<file path="src/rtl/hazard_scoreboard.sv">
// Hazard control for the 5-stage pipeline: RAW stalls, EX operand forwarding (HAZARD_FWD_EN), branch flushes.
// Latency: stall/bubble/flush combinational from ID inputs and entries; fwd_a/fwd_b from registered entries.
// Backpressure: stall holds PC and IF/ID while bubble empties ID/EX; a taken branch overrides any stall.
module hazard_scoreboard #(
    parameter int REG_W       = 5,
    parameter bit RF_BYPASS   = 1'b1,
    parameter int STALL_CNT_W = 16
) (
    input  logic                   Clk,
    input  logic                   Reset,
    input  logic                   id_valid,
    input  logic [REG_W-1:0]       id_rs,
    input  logic [REG_W-1:0]       id_rt,
    input  logic                   id_uses_rs,
    input  logic                   id_uses_rt,
    input  logic [REG_W-1:0]       id_rd,
    input  logic                   id_reg_write,
    input  logic                   id_is_load,
    input  logic                   branch_taken,
    output logic                   stall,
    output logic                   bubble,
    output logic                   flush_ifid,
    output logic                   flush_idex,
    output logic                   flush_exmem,
    output logic [1:0]             fwd_a,
    output logic [1:0]             fwd_b,
    output logic [STALL_CNT_W-1:0] stall_count
);

    typedef struct packed {
        logic             valid;
        logic [REG_W-1:0] rd;
        logic             reg_write;
    } entry_t;

    entry_t ex_q, mem_q, wb_q;
    logic   hit_ex, hit_wb, raw_hazard;

    function automatic logic writes(input entry_t e, input logic [REG_W-1:0] r);
        return e.valid && e.reg_write && (e.rd == r) && (r != '0);
    endfunction

    assign hit_ex = (id_uses_rs && writes(ex_q, id_rs)) || (id_uses_rt && writes(ex_q, id_rt));
    assign hit_wb = (id_uses_rs && writes(wb_q, id_rs)) || (id_uses_rt && writes(wb_q, id_rt));

`ifdef HAZARD_FWD_EN
    logic [REG_W-1:0] ex_rs_q, ex_rt_q;
    logic             ex_uses_rs_q, ex_uses_rt_q;
    logic             ex_load_q, mem_load_q;

    // Only a load still in EX cannot be forwarded in time.
    assign raw_hazard = (hit_ex && ex_load_q) || (!RF_BYPASS && hit_wb);
`else
    logic hit_mem;
    logic unused_load;

    assign unused_load = id_is_load;
    assign hit_mem     = (id_uses_rs && writes(mem_q, id_rs)) || (id_uses_rt && writes(mem_q, id_rt));
    assign raw_hazard  = hit_ex || hit_mem || (!RF_BYPASS && hit_wb);
`endif

    assign stall       = Reset && id_valid && !branch_taken && raw_hazard;
    assign bubble      = stall;
    assign flush_ifid  = Reset && branch_taken;
    assign flush_idex  = Reset && branch_taken;
    assign flush_exmem = Reset && branch_taken;

    always_ff @(posedge Clk) begin
        if (!Reset) begin
            ex_q        <= '0;
            mem_q       <= '0;
            wb_q        <= '0;
            stall_count <= '0;
        end else begin
            if (stall && !(&stall_count)) begin
                stall_count <= stall_count + 1'b1;
            end
            wb_q <= mem_q;
            if (branch_taken) begin
                ex_q  <= '0;
                mem_q <= '0;
            end else begin
                mem_q <= ex_q;
                if (stall) begin
                    ex_q <= '0;
                end else begin
                    ex_q <= '{valid: id_valid, rd: id_rd, reg_write: id_reg_write};
                end
            end
        end
    end

`ifdef HAZARD_FWD_EN
    always_ff @(posedge Clk) begin
        if (!Reset) begin
            ex_rs_q      <= '0;
            ex_rt_q      <= '0;
            ex_uses_rs_q <= 1'b0;
            ex_uses_rt_q <= 1'b0;
            ex_load_q    <= 1'b0;
            mem_load_q   <= 1'b0;
        end else begin
            ex_rs_q      <= id_rs;
            ex_rt_q      <= id_rt;
            ex_uses_rs_q <= id_uses_rs;
            ex_uses_rt_q <= id_uses_rt;
            ex_load_q    <= !(branch_taken || stall) && id_valid && id_is_load;
            mem_load_q   <= !branch_taken && ex_load_q;
        end
    end

    // MEM result wins over WB: it is the younger producer.
    always_comb begin
        fwd_a = 2'b00;
        fwd_b = 2'b00;
        if (Reset && ex_q.valid) begin
            if (ex_uses_rs_q && writes(mem_q, ex_rs_q) && !mem_load_q) begin
                fwd_a = 2'b01;
            end else if (ex_uses_rs_q && writes(wb_q, ex_rs_q)) begin
                fwd_a = 2'b10;
            end
            if (ex_uses_rt_q && writes(mem_q, ex_rt_q) && !mem_load_q) begin
                fwd_b = 2'b01;
            end else if (ex_uses_rt_q && writes(wb_q, ex_rt_q)) begin
                fwd_b = 2'b10;
            end
        end
    end

    a_no_mem_load_into_ex: assert property (@(posedge Clk) disable iff (!Reset)
        !(ex_q.valid && mem_load_q &&
          ((ex_uses_rs_q && writes(mem_q, ex_rs_q)) || (ex_uses_rt_q && writes(mem_q, ex_rt_q)))));
`else
    assign fwd_a = 2'b00;
    assign fwd_b = 2'b00;
`endif

endmodule

</file>
<file path="config.mk">
export PLATFORM = sky130hd
export DESIGN_NAME = hazard_scoreboard
export DESIGN_NICKNAME = d
export VERILOG_FILES = /design/src/rtl/hazard_scoreboard.sv
export SDC_FILE = /design/constraint.sdc
export NUM_CORES = 1
export LEC_CHECK = 0
export BUFFER_PORTS_ARGS = -buffer_cell sky130_fd_sc_hd__buf_2
export CAP_MARGIN = 30
export CORE_MARGIN = 1
export CORE_UTILIZATION = 45
export DETAILED_ROUTE_END_ITERATION = 6
export PLACE_DENSITY = 0.71
export SLEW_MARGIN = 40
export SYNTH_ARGS = -nofsm -noshare
export SYNTH_HDL_FRONTEND = slang
export SYNTH_SLANG_ARGS = --single-unit
</file>
<file path="constraint.sdc">
create_clock -name Clk -period 2.8 [get_ports Clk]
set_clock_uncertainty 0.2 [all_clocks]
set_input_delay 0.42 -clock Clk [delete_from_list [all_inputs] [get_ports Clk]]
set_output_delay 0.42 -clock Clk [all_outputs]
set_load 0.005 [all_outputs]
</file>
### Yosys cells after proc, flatten, opt, wreduce, memory -nomap -nowiden

Index checks and enable logic that the tools add are counted.

| word-level totals | value |
|---|---|
| flip-flop bits (word level) | 30 |
| latch bits | 0 |
| memory bits (writable) | 0 |
| memory bits (read-only) | 0 |
| input bits | 23 |
| output and inout port bits | 25 |
| word-level logic and storage cells | 42 |
| memories kept | 0 |

| operators by class | value |
|---|---|
| $add $sub $neg | 1 |
| multiply operators | 0 |
| divide/modulo/power cells | 0 |
| $lt $le $gt $ge | 0 |
| equality and inequality tests | 4 |
| shift operators | 0 |
| multiplexer cells | 0 |
| bitwise gates (word level) | 1 |
| reductions and logical operators | 29 |

Operators by type and width:

| operator | number |
|---|---|
| $eq A5 B5 Y1 | 4 |
| $logic_and A1 B1 Y1 | 19 |
| $add A16 B1 Y16 const B | 1 |
| $reduce_and A16 Y1 | 1 |
| $reduce_bool A5 Y1 | 2 |
| $logic_or A1 B1 Y1 | 3 |
| $reduce_or A3 Y1 | 1 |
| $logic_not A1 Y1 | 2 |
| $reduce_or A2 Y1 | 1 |
| $not A1 Y1 | 1 |

### Longest topological paths before layout

| logic depth | value |
|---|---|
| word-level depth | 8 |
| depth in mapped cells | 8 |
| depth with buffers taken out | 7 |

### Worst setup path after synthesis

Ideal clock, no wire load.

| timing path | value |
|---|---|
| path type | input-to-output |
| start | input id_rt[1] |
| end | output stall |
| arrival time | 1.699 ns |
| required time | 2.180 ns |
| slack | 0.481 ns |
| stages | 6 |
| path buffers | 1 |
| cells stage by stage | or4_1 -> o21ai_2 -> nor4_1 -> o211ai_2 -> a21oi_1 -> buf_4 |

| on the way | value |
|---|---|
| longest elaborated chain between the ends | 7 |
| elaborated cells between the ends (all ways) | 13 |
| classes of those cells | 2 x eq/ne; 11 x reduce/logical |

Ends and longest elaborated chain:

| item | RTL line | text |
|---|---|---|
| start, declared | 13 | `input logic [REG_W-1:0] id_rt,` |
| $eq A5 B5 Y1 | 40 | `return e.valid && e.reg_write && (e.rd == r) && (r != '0);` |
| $logic_and A1 B1 Y1 (2 in series) | 40 |  |
| $logic_and A1 B1 Y1 (on tied branches) | 43, 58 |  |
| $logic_or A1 B1 Y1 (on tied branches) | 43, 58 |  |
| $logic_or A1 B1 Y1 (*) | 59 | `assign raw_hazard = hit_ex \|\| hit_mem \|\| (!RF_BYPASS && hit_wb);` |
| $logic_and A1 B1 Y1 (*) | 62 | `assign stall = Reset && id_valid && !branch_taken && raw_hazard;` |
| end, declared | 20 | `output logic stall,` |

Mark *: on every way between the ends. The rest lies on a longest branch, timed or not.

### Worst setup path after layout

| timing path | value |
|---|---|
| start | input id_rt[1] |
| end | output bubble |

| on the way | value |
|---|---|
| longest elaborated chain between the ends | 7 |
| elaborated cells between the ends (all ways) | 13 |
| classes of those cells | 2 x eq/ne; 11 x reduce/logical |

Ends and longest elaborated chain:

| item | RTL line | text |
|---|---|---|
| $eq A5 B5 Y1 | 40 |  |
| $logic_and A1 B1 Y1 (2 in series) | 40 |  |
| $logic_and A1 B1 Y1 (on tied branches) | 43, 58 |  |
| $logic_or A1 B1 Y1 (on tied branches) | 43, 58 |  |
| $logic_or A1 B1 Y1 (*) | 59 |  |
| $logic_and A1 B1 Y1 (*) | 62 |  |
| end, declared | 21 | `output logic bubble,` |

Marked as above.

==> results.md <==
- Buffers added on ports: 42
- Total GRT Usage: 15.8%
- Max cap viols: 0
- Buffer count from post-CTS setup fixing: 0
- PD cells: 412 mW/mm²
- Antenna violations before repair: 0
- Max layer used: met4
- Post-layout min period: around 2.5 ns
- Worst hold path type: input pin to register
- Initial DRC count: 48
- Final Cell Area: 0.00187 mm²
- Leakage: 0.911 nW
- Final period util: 89.6%
- RSZ-0062 raised after global routing: no
- H-Tree Depth: 2
- Synthesized area: between 0.0015 and 0.002 mm²
- Via density: 4.78
- Routed WL per cell: 10.7 µm
- Final nets: 240
- Post-Place Cells: 255
- Grt total ovfl: 0
- Total iterations of the first detailed-routing run: 5
- Clk_lat worst skew: roughly 0.32 ns
- Antenna-violating nets left: 0
- Area after DPL: approximately 0.0018 mm²
- Peak supply drop: about 0.00026 V
- Number of global-route vias before repair: 1,024
- M1 WL: 1320 µm
- CP required: 2.18 ns
- Yosys warns: 0
- Via count: 1,258
- Num ports: 48
- DRT Wirelength: 2810 µm
- Post_cts resized: 0
- CTS tree: yes
- Seq/Total Area, Yosys: 37.8%
- Clock Sink Count: 30
- CTS root buf: clkbuf_4
- CP Class: input pin to output pin
- CP Capture Type: output pin
- Die X: 61.4 µm
- Full die area: roughly 0.0038 mm²
- Most frequent cells in the layout: buf_2 (42), dfxtp_1 (30), nand2_1 (21)
- Total negative slack: 0 ns
- Fmax: 0.399 GHz
- Post-CTS Hold Buffers: 0
- Worst-path clk slew: 0.09 ns
- # DRC: 0
- Rows: 21
- Placeable core region: 0.00336 mm²
- Slew Viols, Final: 0
- Crit path max fanout: 3
- Syn Area/Cell: around 9.2 µm²
- CP Data Arrival Time: approximately 1.9 ns
- Met2 wire length: 1280 µm
- Starting density of the core: 47.2%
- CTS max path bufs: 2
- Largest net degree at the start of global routing: 31
- Startpoint Class: input pin
- Netlist cell types: 31
- Final HPWL DP: 2130 µm
- Syn-to-layout area delta: 17.6%
- Setup WS pre-CTS: 0.280 ns
- Total CTS buffers: 5
- Yosys reg bits: 30
- RD Place Congestion: 0.774
- Final Hold Fails: 0
- Routed wl met3: 139 µm
- ANT cells: 0
- Share of cells above drive strength 1: between 20% and 30%
- Status: completed
- First-pass GRT wire length: 4240 µm
- Commonest non-fill, non-tap cell in the layout: buf_2
- Tot Pwr: a little under 0.8 mW
- Setup violators final: 0
- PnR worst setup slack: 0.291 ns
- Post-route non-filler standard cell count: 263
- Synth Instances: 173
- Die Ht: 61.4 µm
-- worst max-delay path, stage by stage --
cell and delay (ns):
buf_2 0.12, or4_1 0.55, o21ai_2 0.15, nor4_1 0.08
o211ai_2 0.28, a21oi_1 0.14, buf_2 0.15
-- final timing paths --
kind / startpoint / to / slack (ns) / cells past startpoint
worst max-delay path: id_rt[1] / bubble / 0.29 / 7
worst min-delay path: id_rd[1] / ex_q[2] / 0.09 / 2
worst max register to register: stall_count[6] / stall_count[4] / 0.66 / 7
worst min register to register: ex_q[6] / mem_q[6] / 0.28 / 1
-- cells in the mapped netlist --
cell	count	share of area, %
dfxtp_1	30	38
nand2_1	21	5.0
and2_1	17	6.7
mux2i_1	14	8.8
nand2b_1	12	4.7
xnor2_1	12	6.6
xor2_1	9	5.0
nand3_1	8	2.5
buf_4	7	3.3
and3_1	5	2.0
nand4_1	4	1.6
nor2b_1	4	1.6
nor4_1	4	1.6
clkbuf_1	3	0.71
nor2_1	3	0.71
nand3_2	2	1.3
o211ai_2	2	1.6
o21ai_2	2	1.1
or4_1	2	0.95
a21boi_2	1	0.71
a21o_1	1	0.47
a21oi_1	1	0.31
a21oi_4	1	1.0
and4_1	1	0.55
buf_6	1	0.71
conb_1	1	0.24
ha_1	1	0.79
nand2_2	1	0.39
nand4bb_1	1	0.71
nor3_1	1	0.31
o21ai_1	1	0.31
-- power breakdown --
part,internal [mW],switching (mW),leakage [nW]
clock,0.121,0.141,0.0353
combinational,0.0354,0.0354,0.633
sequential,0.432,0.00471,0.243
-- per-stage QoR --
stage	hold slack (ns)	util, %
2_1_floorplan	0.250	-
3_3_place_gp	0.253	53.7
3_5_place_dp	0.269	53.7
4_1_cts	0.0801	55.5
5_1_grt	0.0812	55.5
6_report	0.0899	55.5
-- logic make-up after synthesis --
| group | share of synthesized area (%) |
|---|---|
| compound gates | 5.52 |
| xor+xnor | 11.6 |
| fa+ha+maj | 0.788 |
| buf+inv | 4.73 |
| flops | 37.8 |
| mux | 8.83 |
| other cells | 0.236 |
| simple gates | 30.5 |
-- layout make-up --
type	instances	area, µm²
Clock buffer	7	55.1
Clock inverter	1	5.00
Fill cell	327	1500
Multi-Input combinational cell	135	923
Sequential cell	30	601
Tap cell	46	57.6
Timing Repair Buffer	44	225
-- metal layers --
layer	global-route usage, %	vias up
li1	-	663
met1	19.8	549
met2	24.8	39
met3	4.41	7
met4	8.57	0
met5	0	-
-- sequential cells by signal, indices dropped and copies added (netlist names) --
signal / flops
ex_q: 7
stall_count: 16
mem_q: 7
No activity file was read; power rests on OpenSTA's default activity.
